==> src/rtl/masked_ctrl_pkg.sv <==
// rtl/masked_ctrl_pkg.sv - shared types and constants for the masked AND scheduler
package masked_ctrl_pkg;

  typedef enum logic [1:0] {
    ST_SYNC  = 2'd0,
    ST_IDLE  = 2'd1,
    ST_RUN   = 2'd2,
    ST_CHECK = 2'd3
  } state_e;

  // Enabled edges the gadget needs per evaluation.
  localparam int GADGET_LAT = 3;
  // Upper bound on enabled cycles spent re-aligning the gadget counter.
  localparam int SYNC_MAX   = 4;

  // Fresh randomness bits consumed by one d-share AND evaluation.
  function automatic int rand_w(input int d);
    return d * (d - 1) / 2;
  endfunction

endpackage

==> src/rtl/rr_arbiter.sv <==
// rtl/rr_arbiter.sv - round-robin arbiter with registered priority pointer
module rr_arbiter #(
  parameter int N = 4,
  localparam int IW = $clog2(N)
) (
  input  logic          clk,
  input  logic          rst,
  input  logic [N-1:0]  req,
  input  logic          advance,
  output logic [N-1:0]  gnt,
  output logic [IW-1:0] idx
);

  logic [IW-1:0] ptr_q;

  // Pick the first requester at or after the pointer, wrapping around.
  always_comb begin
    int            j;
    logic          found;
    logic [IW-1:0] jj;
    gnt   = '0;
    idx   = '0;
    found = 1'b0;
    j     = 0;
    jj    = '0;
    for (int k = 0; k < N; k++) begin
      j = int'(ptr_q) + k;
      if (j >= N) j = j - N;
      jj = IW'(j);
      if (!found && req[jj]) begin
        found   = 1'b1;
        gnt[jj] = 1'b1;
        idx     = jj;
      end
    end
  end

  // After a grant the winner drops to lowest priority.
  always_ff @(posedge clk or posedge rst) begin
    if (rst) begin
      ptr_q <= '0;
    end else if (advance) begin
      ptr_q <= (idx == IW'(N - 1)) ? '0 : idx + IW'(1);
    end
  end

endmodule

==> src/rtl/masked_and_sched.sv <==
// rtl/masked_and_sched.sv - round-robin sharing of one 2-share masked AND gadget
module masked_and_sched
  import masked_ctrl_pkg::*;
#(
  parameter int D     = 2,
  parameter int N_REQ = 4,
  localparam int RAND_W = rand_w(D),
  localparam int IW     = $clog2(N_REQ)
) (
  input  logic                 clk,
  input  logic                 rst,
  input  logic [N_REQ-1:0]     req,
  input  logic [N_REQ*D-1:0]   a_sh,
  input  logic [N_REQ*D-1:0]   b_sh,
  output logic [N_REQ-1:0]     gnt,
  input  logic [RAND_W-1:0]    rand_in,
  input  logic                 rand_valid,
  output logic                 rand_ready,
  output logic                 and_en,
  output logic [D-1:0]         and_ina,
  output logic [D-1:0]         and_inb,
  output logic [RAND_W-1:0]    and_rin,
  input  logic [D-1:0]         and_out,
  input  logic                 and_done,
  output logic                 resp_valid,
  output logic [IW-1:0]        resp_id,
  output logic [D-1:0]         resp_sh,
  output logic                 busy,
  output logic                 err
);

  state_e            state_q;
  logic [1:0]        run_cnt_q;
  logic [2:0]        sync_cnt_q;
  logic [IW-1:0]     win_q;
  logic [D-1:0]      and_ina_q;
  logic [D-1:0]      and_inb_q;
  logic [RAND_W-1:0] and_rin_q;
  logic              resp_valid_q;
  logic [IW-1:0]     resp_id_q;
  logic [D-1:0]      resp_sh_q;
  logic              err_q;

  logic [N_REQ-1:0]  arb_gnt;
  logic [IW-1:0]     arb_idx;
  logic              accept;
  logic              sync_exit;

  // A grant needs a requester and a randomness word in the same IDLE cycle.
  assign accept     = (state_q == ST_IDLE) && (|req) && rand_valid;
  assign gnt        = accept ? arb_gnt : '0;
  assign rand_ready = |gnt;
  assign busy       = (state_q != ST_IDLE);

  // A done flag on the very first SYNC cycle may be stale, so it only counts later.
  assign sync_exit  = and_done && (sync_cnt_q != 3'd0);

  assign and_ina    = and_ina_q;
  assign and_inb    = and_inb_q;
  assign and_rin    = and_rin_q;
  assign resp_valid = resp_valid_q;
  assign resp_id    = resp_id_q;
  assign resp_sh    = resp_sh_q;
  assign err        = err_q;

  rr_arbiter #(.N(N_REQ)) u_arb (
    .clk     (clk),
    .rst     (rst),
    .req     (req),
    .advance (accept),
    .gnt     (arb_gnt),
    .idx     (arb_idx)
  );

  // Gadget enable: whole RUN window, and every SYNC cycle except the exit cycle.
  always_comb begin
    and_en = 1'b0;
    if (!rst) begin
      case (state_q)
        ST_RUN:  and_en = 1'b1;
        ST_SYNC: and_en = !sync_exit;
        default: and_en = 1'b0;
      endcase
    end
  end

  // Control FSM: latch operands, time the gadget window, check done, re-align.
  always_ff @(posedge clk or posedge rst) begin
    if (rst) begin
      state_q      <= ST_SYNC;
      run_cnt_q    <= '0;
      sync_cnt_q   <= '0;
      win_q        <= '0;
      and_ina_q    <= '0;
      and_inb_q    <= '0;
      and_rin_q    <= '0;
      resp_valid_q <= 1'b0;
      resp_id_q    <= '0;
      resp_sh_q    <= '0;
      err_q        <= 1'b0;
    end else begin
      resp_valid_q <= 1'b0;
      case (state_q)
        ST_IDLE: begin
          if (accept) begin
            and_ina_q <= a_sh[arb_idx*D +: D];
            and_inb_q <= b_sh[arb_idx*D +: D];
            and_rin_q <= rand_in;
            win_q     <= arb_idx;
            run_cnt_q <= '0;
            state_q   <= ST_RUN;
          end
        end
        ST_RUN: begin
          if (run_cnt_q == 2'(GADGET_LAT - 1)) begin
            state_q <= ST_CHECK;
          end else begin
            run_cnt_q <= run_cnt_q + 2'd1;
          end
        end
        ST_CHECK: begin
          if (and_done) begin
            resp_sh_q    <= and_out;
            resp_id_q    <= win_q;
            resp_valid_q <= 1'b1;
            state_q      <= ST_IDLE;
          end else begin
            err_q      <= 1'b1;
            sync_cnt_q <= '0;
            state_q    <= ST_SYNC;
          end
        end
        ST_SYNC: begin
          if (sync_exit) begin
            sync_cnt_q <= '0;
            state_q    <= ST_IDLE;
          end else if (sync_cnt_q == 3'(SYNC_MAX - 1)) begin
            err_q      <= 1'b1;
            sync_cnt_q <= '0;
            state_q    <= ST_IDLE;
          end else begin
            sync_cnt_q <= sync_cnt_q + 3'd1;
          end
        end
        default: state_q <= ST_SYNC;
      endcase
    end
  end

endmodule

==> config.mk <==
export PLATFORM = sky130hd
export DESIGN_NAME = masked_and_sched
export DESIGN_NICKNAME = d
export VERILOG_FILES = /design/src/rtl/masked_ctrl_pkg.sv /design/src/rtl/rr_arbiter.sv /design/src/rtl/masked_and_sched.sv
export SDC_FILE = /design/constraint.sdc
export NUM_CORES = 1
export LEC_CHECK = 0
export ABC_CLOCK_PERIOD_IN_PS = 5150
export CORE_ASPECT_RATIO = 0.5
export CORE_MARGIN = 1
export CORE_UTILIZATION = 35
export CTS_CLUSTER_SIZE = 20
export DETAILED_ROUTE_END_ITERATION = 10
export PLACE_DENSITY_LB_ADDON = 0.25
export SLEW_MARGIN = 20
export SYNTH_ARGS = -nofsm -noshare
export SYNTH_HDL_FRONTEND = slang
export SYNTH_SLANG_ARGS = --single-unit
==> constraint.sdc <==
create_clock -name clk -period 5.15 [get_ports clk]
set_clock_uncertainty 0.1 [all_clocks]
set_input_delay 0.515 -clock clk [delete_from_list [all_inputs] [get_ports clk]]
set_output_delay 0.515 -clock clk [all_outputs]
set_load 0.01 [all_outputs]
==> impl_metrics.toml <==
[detailed_routing]
viasPerCell = 5.39
wl_per_cell_um = 13.4
routed-via-count = 1634
ant_nets = 0
drt_iter0_markers = 102
drcViolationCount = 0
first_pass_iters = 4
routed_wl_mm = 4.05

[setup_path]
crit_fanout = 23
startpoint_type = "flop"
end_kind = "primary output"
crit_path_top_delay_cell = "or4_1"
reg2reg_slack_ns = 2.03
cpPeakStageDelay_ns = 0.51
crit_arrival_ns = 3.43
path_class = "flop to primary output"
critPathTopFamily = "buffers and inverters"
crit_chain = "buf_4, inv_1, ha_1, mux4_2, a221oi_1, o21ai_1, or4_1, clkdlybuf4s50_1"
path_buf_inv = 3
crit_required_ns = 4.53

[flow_run]
drv_cap = 0

[layout]
final_nets = 282
final_cell_mix = "clkdlybuf4s50_1 (44), nand2_1 (28), dfrtp_1 (22)"
postLayoutCoreUtil_pct = 50.2
layout_commonest_cell = "clkdlybuf4s50_1"
fillers = 444
final_cells = 303
seqCellArea_sq_um = 551
area_growth_pct = 31.1
layout-drive-gt1-share_pct = 9.28
antenna_cells = 0
multiInputGateArea_sq_mm = 0.00115

[global_route]
grt_max_degree = 24
grt_pass1_vias = 1462
antenna_found_initial = 0
grt-ovfl-total = 0
grt_usage_pct = 16.3
grt_pass1_wl_mm = 6.68

[floorplan]
initial_core_util_pct = 38.3
fp.coreArea_sq_mm = 0.00464
num_rows = 17
io-pin-count = 45
chipHeight_um = 52.3
die_w_um = 103
dieArea_sq_mm = 0.00538

[sta]
tightest_slew_ns = 0.822
maxSlewHeadroom_pct = 45.2
fin_crit_sh_pct = 78.6
post-route-min-period_ns = 4.05
fin_tns_setup_ns = 0
max_freq_ghz = 0.247
hold_viol = 0
drv_slew = 0
fin_ws_ns = 1.10
hold_ws_ns = 0.378
rsz0062_at_grt = "no"
setup_violations = 0

[power_and_ir_drop]
vdd_drop_max_mv = 0.210
powerDensity_mw_per_mm2 = 531
cellLeakagePower_uw = 0.00101

[synthesis]
syn_avg_cell_area_sq_um = 9.19
ys_ff_latch = 22
synth_nets = 236
synth.cell_area_sq_mm = 0.00177
synth_cells = 193
synth_edf_count = 0
synthFlopType = "dfrtp_1"
ys_seq_area_share_pct = 31.0
yosys_warnings = 0
synthArstFlopShare_pct = 100
ys_types = 39

[outcome]
status = "finished clean"

[min_path]
hp-class = "flop to flop"

[cts]
clk_pin_slew_ns = 0.07
clock_latency_ns = 0.26
htreeDepth = 1
clockRootBuffer = "clkbuf_8"
hold_buffers = 0
cts.path.max_buffers = 2
post_cts_buffers = 0
cts_buffers = 3
tritoncts = "built"
post_cts_resized = 0
cts.sinks = 22

[placement]
dp_hpwl_mm = 3.13
dp.cells = 300
portBuffers = 44
dp_slack_ns = 1.25
globalplace.congestion = 0.805
stage by stage:
stage                     power [uW]  instance area (sq um)
final                           1240                   2330
after global placement          1130                   2280
after floorplan                  877                   1770
after global routing            1350                   2330
after detailed placement        1140                   2280
after CTS                       1240                   2330
cell families after synthesis:
group | count (synthesis) | share of synthesized area (%)
simple gates | 65 | 17.3
buf+inv | 17 | 4.09
compound gates | 53 | 21.7
mux | 20 | 14.7
flops | 22 | 31.0
fa+ha+maj | 16 | 11.3
per-layer routing:
metal | vias up | global-route usage [%] | routed length [um]
li1 | 806 | - | -
met1 | 784 | 20.6 | 1890
met2 | 42 | 28.6 | 1950
met3 | 2 | 2.80 | 173
met4 | 0 | 5.00 | 27
met5 | - | 0 | 0
synth_stat cells, types with 2 or more instances:
cell type / instances / area (sq um)
o21ai_1: 3 / 15.0
mux2i_1: 8 / 80.1
ha_1: 16 / 200
or4_1: 2 / 15.0
nand3_1: 2 / 10.0
nand2b_1: 4 / 25.0
o31ai_1: 2 / 15.0
a31o_2: 2 / 17.5
o2bb2ai_1: 2 / 17.5
nor2_1: 15 / 56.3
a221oi_1: 6 / 52.6
mux2_2: 8 / 90.1
clkbuf_1: 3 / 11.3
a2111oi_0: 4 / 35.0
o21ai_0: 12 / 60.1
a22o_1: 2 / 17.5
nand2_1: 28 / 105
mux4_2: 4 / 90.1
nor2b_1: 4 / 25.0
a21o_1: 3 / 22.5
inv_1: 12 / 45.0
nor3_1: 5 / 25.0
dfrtp_1: 22 / 551
o211a_1: 2 / 20.0
a21oi_1: 5 / 25.0
nor3b_1: 2 / 15.0
a211oi_1: 3 / 22.5
power breakdown:
group          internal, uW  switching (uW)
Sequential              247            55.4
Clock                  52.1            51.9
Combinational           399             431
Total                   698             538
final timing paths:
check                      depth (start not counted)      endpoint            from
min reg2reg                                        1           err             err
max in group asynchronous                          2    resp_sh[0]             rst
min                                                1           err             err
max reg2reg                                        9    and_ina[0]  u_arb.ptr_q[0]
min in group asynchronous                          2  run_cnt_q[0]             rst
max                                                8    rand_ready  u_arb.ptr_q[0]
registers in the layout (all words and copies together), names as in the netlist:
name / cells
err: 1
win_q: 2
run_cnt_q: 2
and_inb: 2
and_ina: 2
resp_sh: 2
u_arb.ptr_q: 2
resp_valid: 1
resp_id: 2
and_rin: 1
state_q: 2
sync_cnt_q: 3
cell type report:
type | instances | area share (%)
clock buffer | 3 | 1.78
inverter | 12 | 1.94
multi-input combinational | 154 | 49.5
sequential | 22 | 23.7
tap | 66 | 3.55
timing repair buffer | 46 | 19.6
No activity file was read; power rests on OpenSTA's default activity.
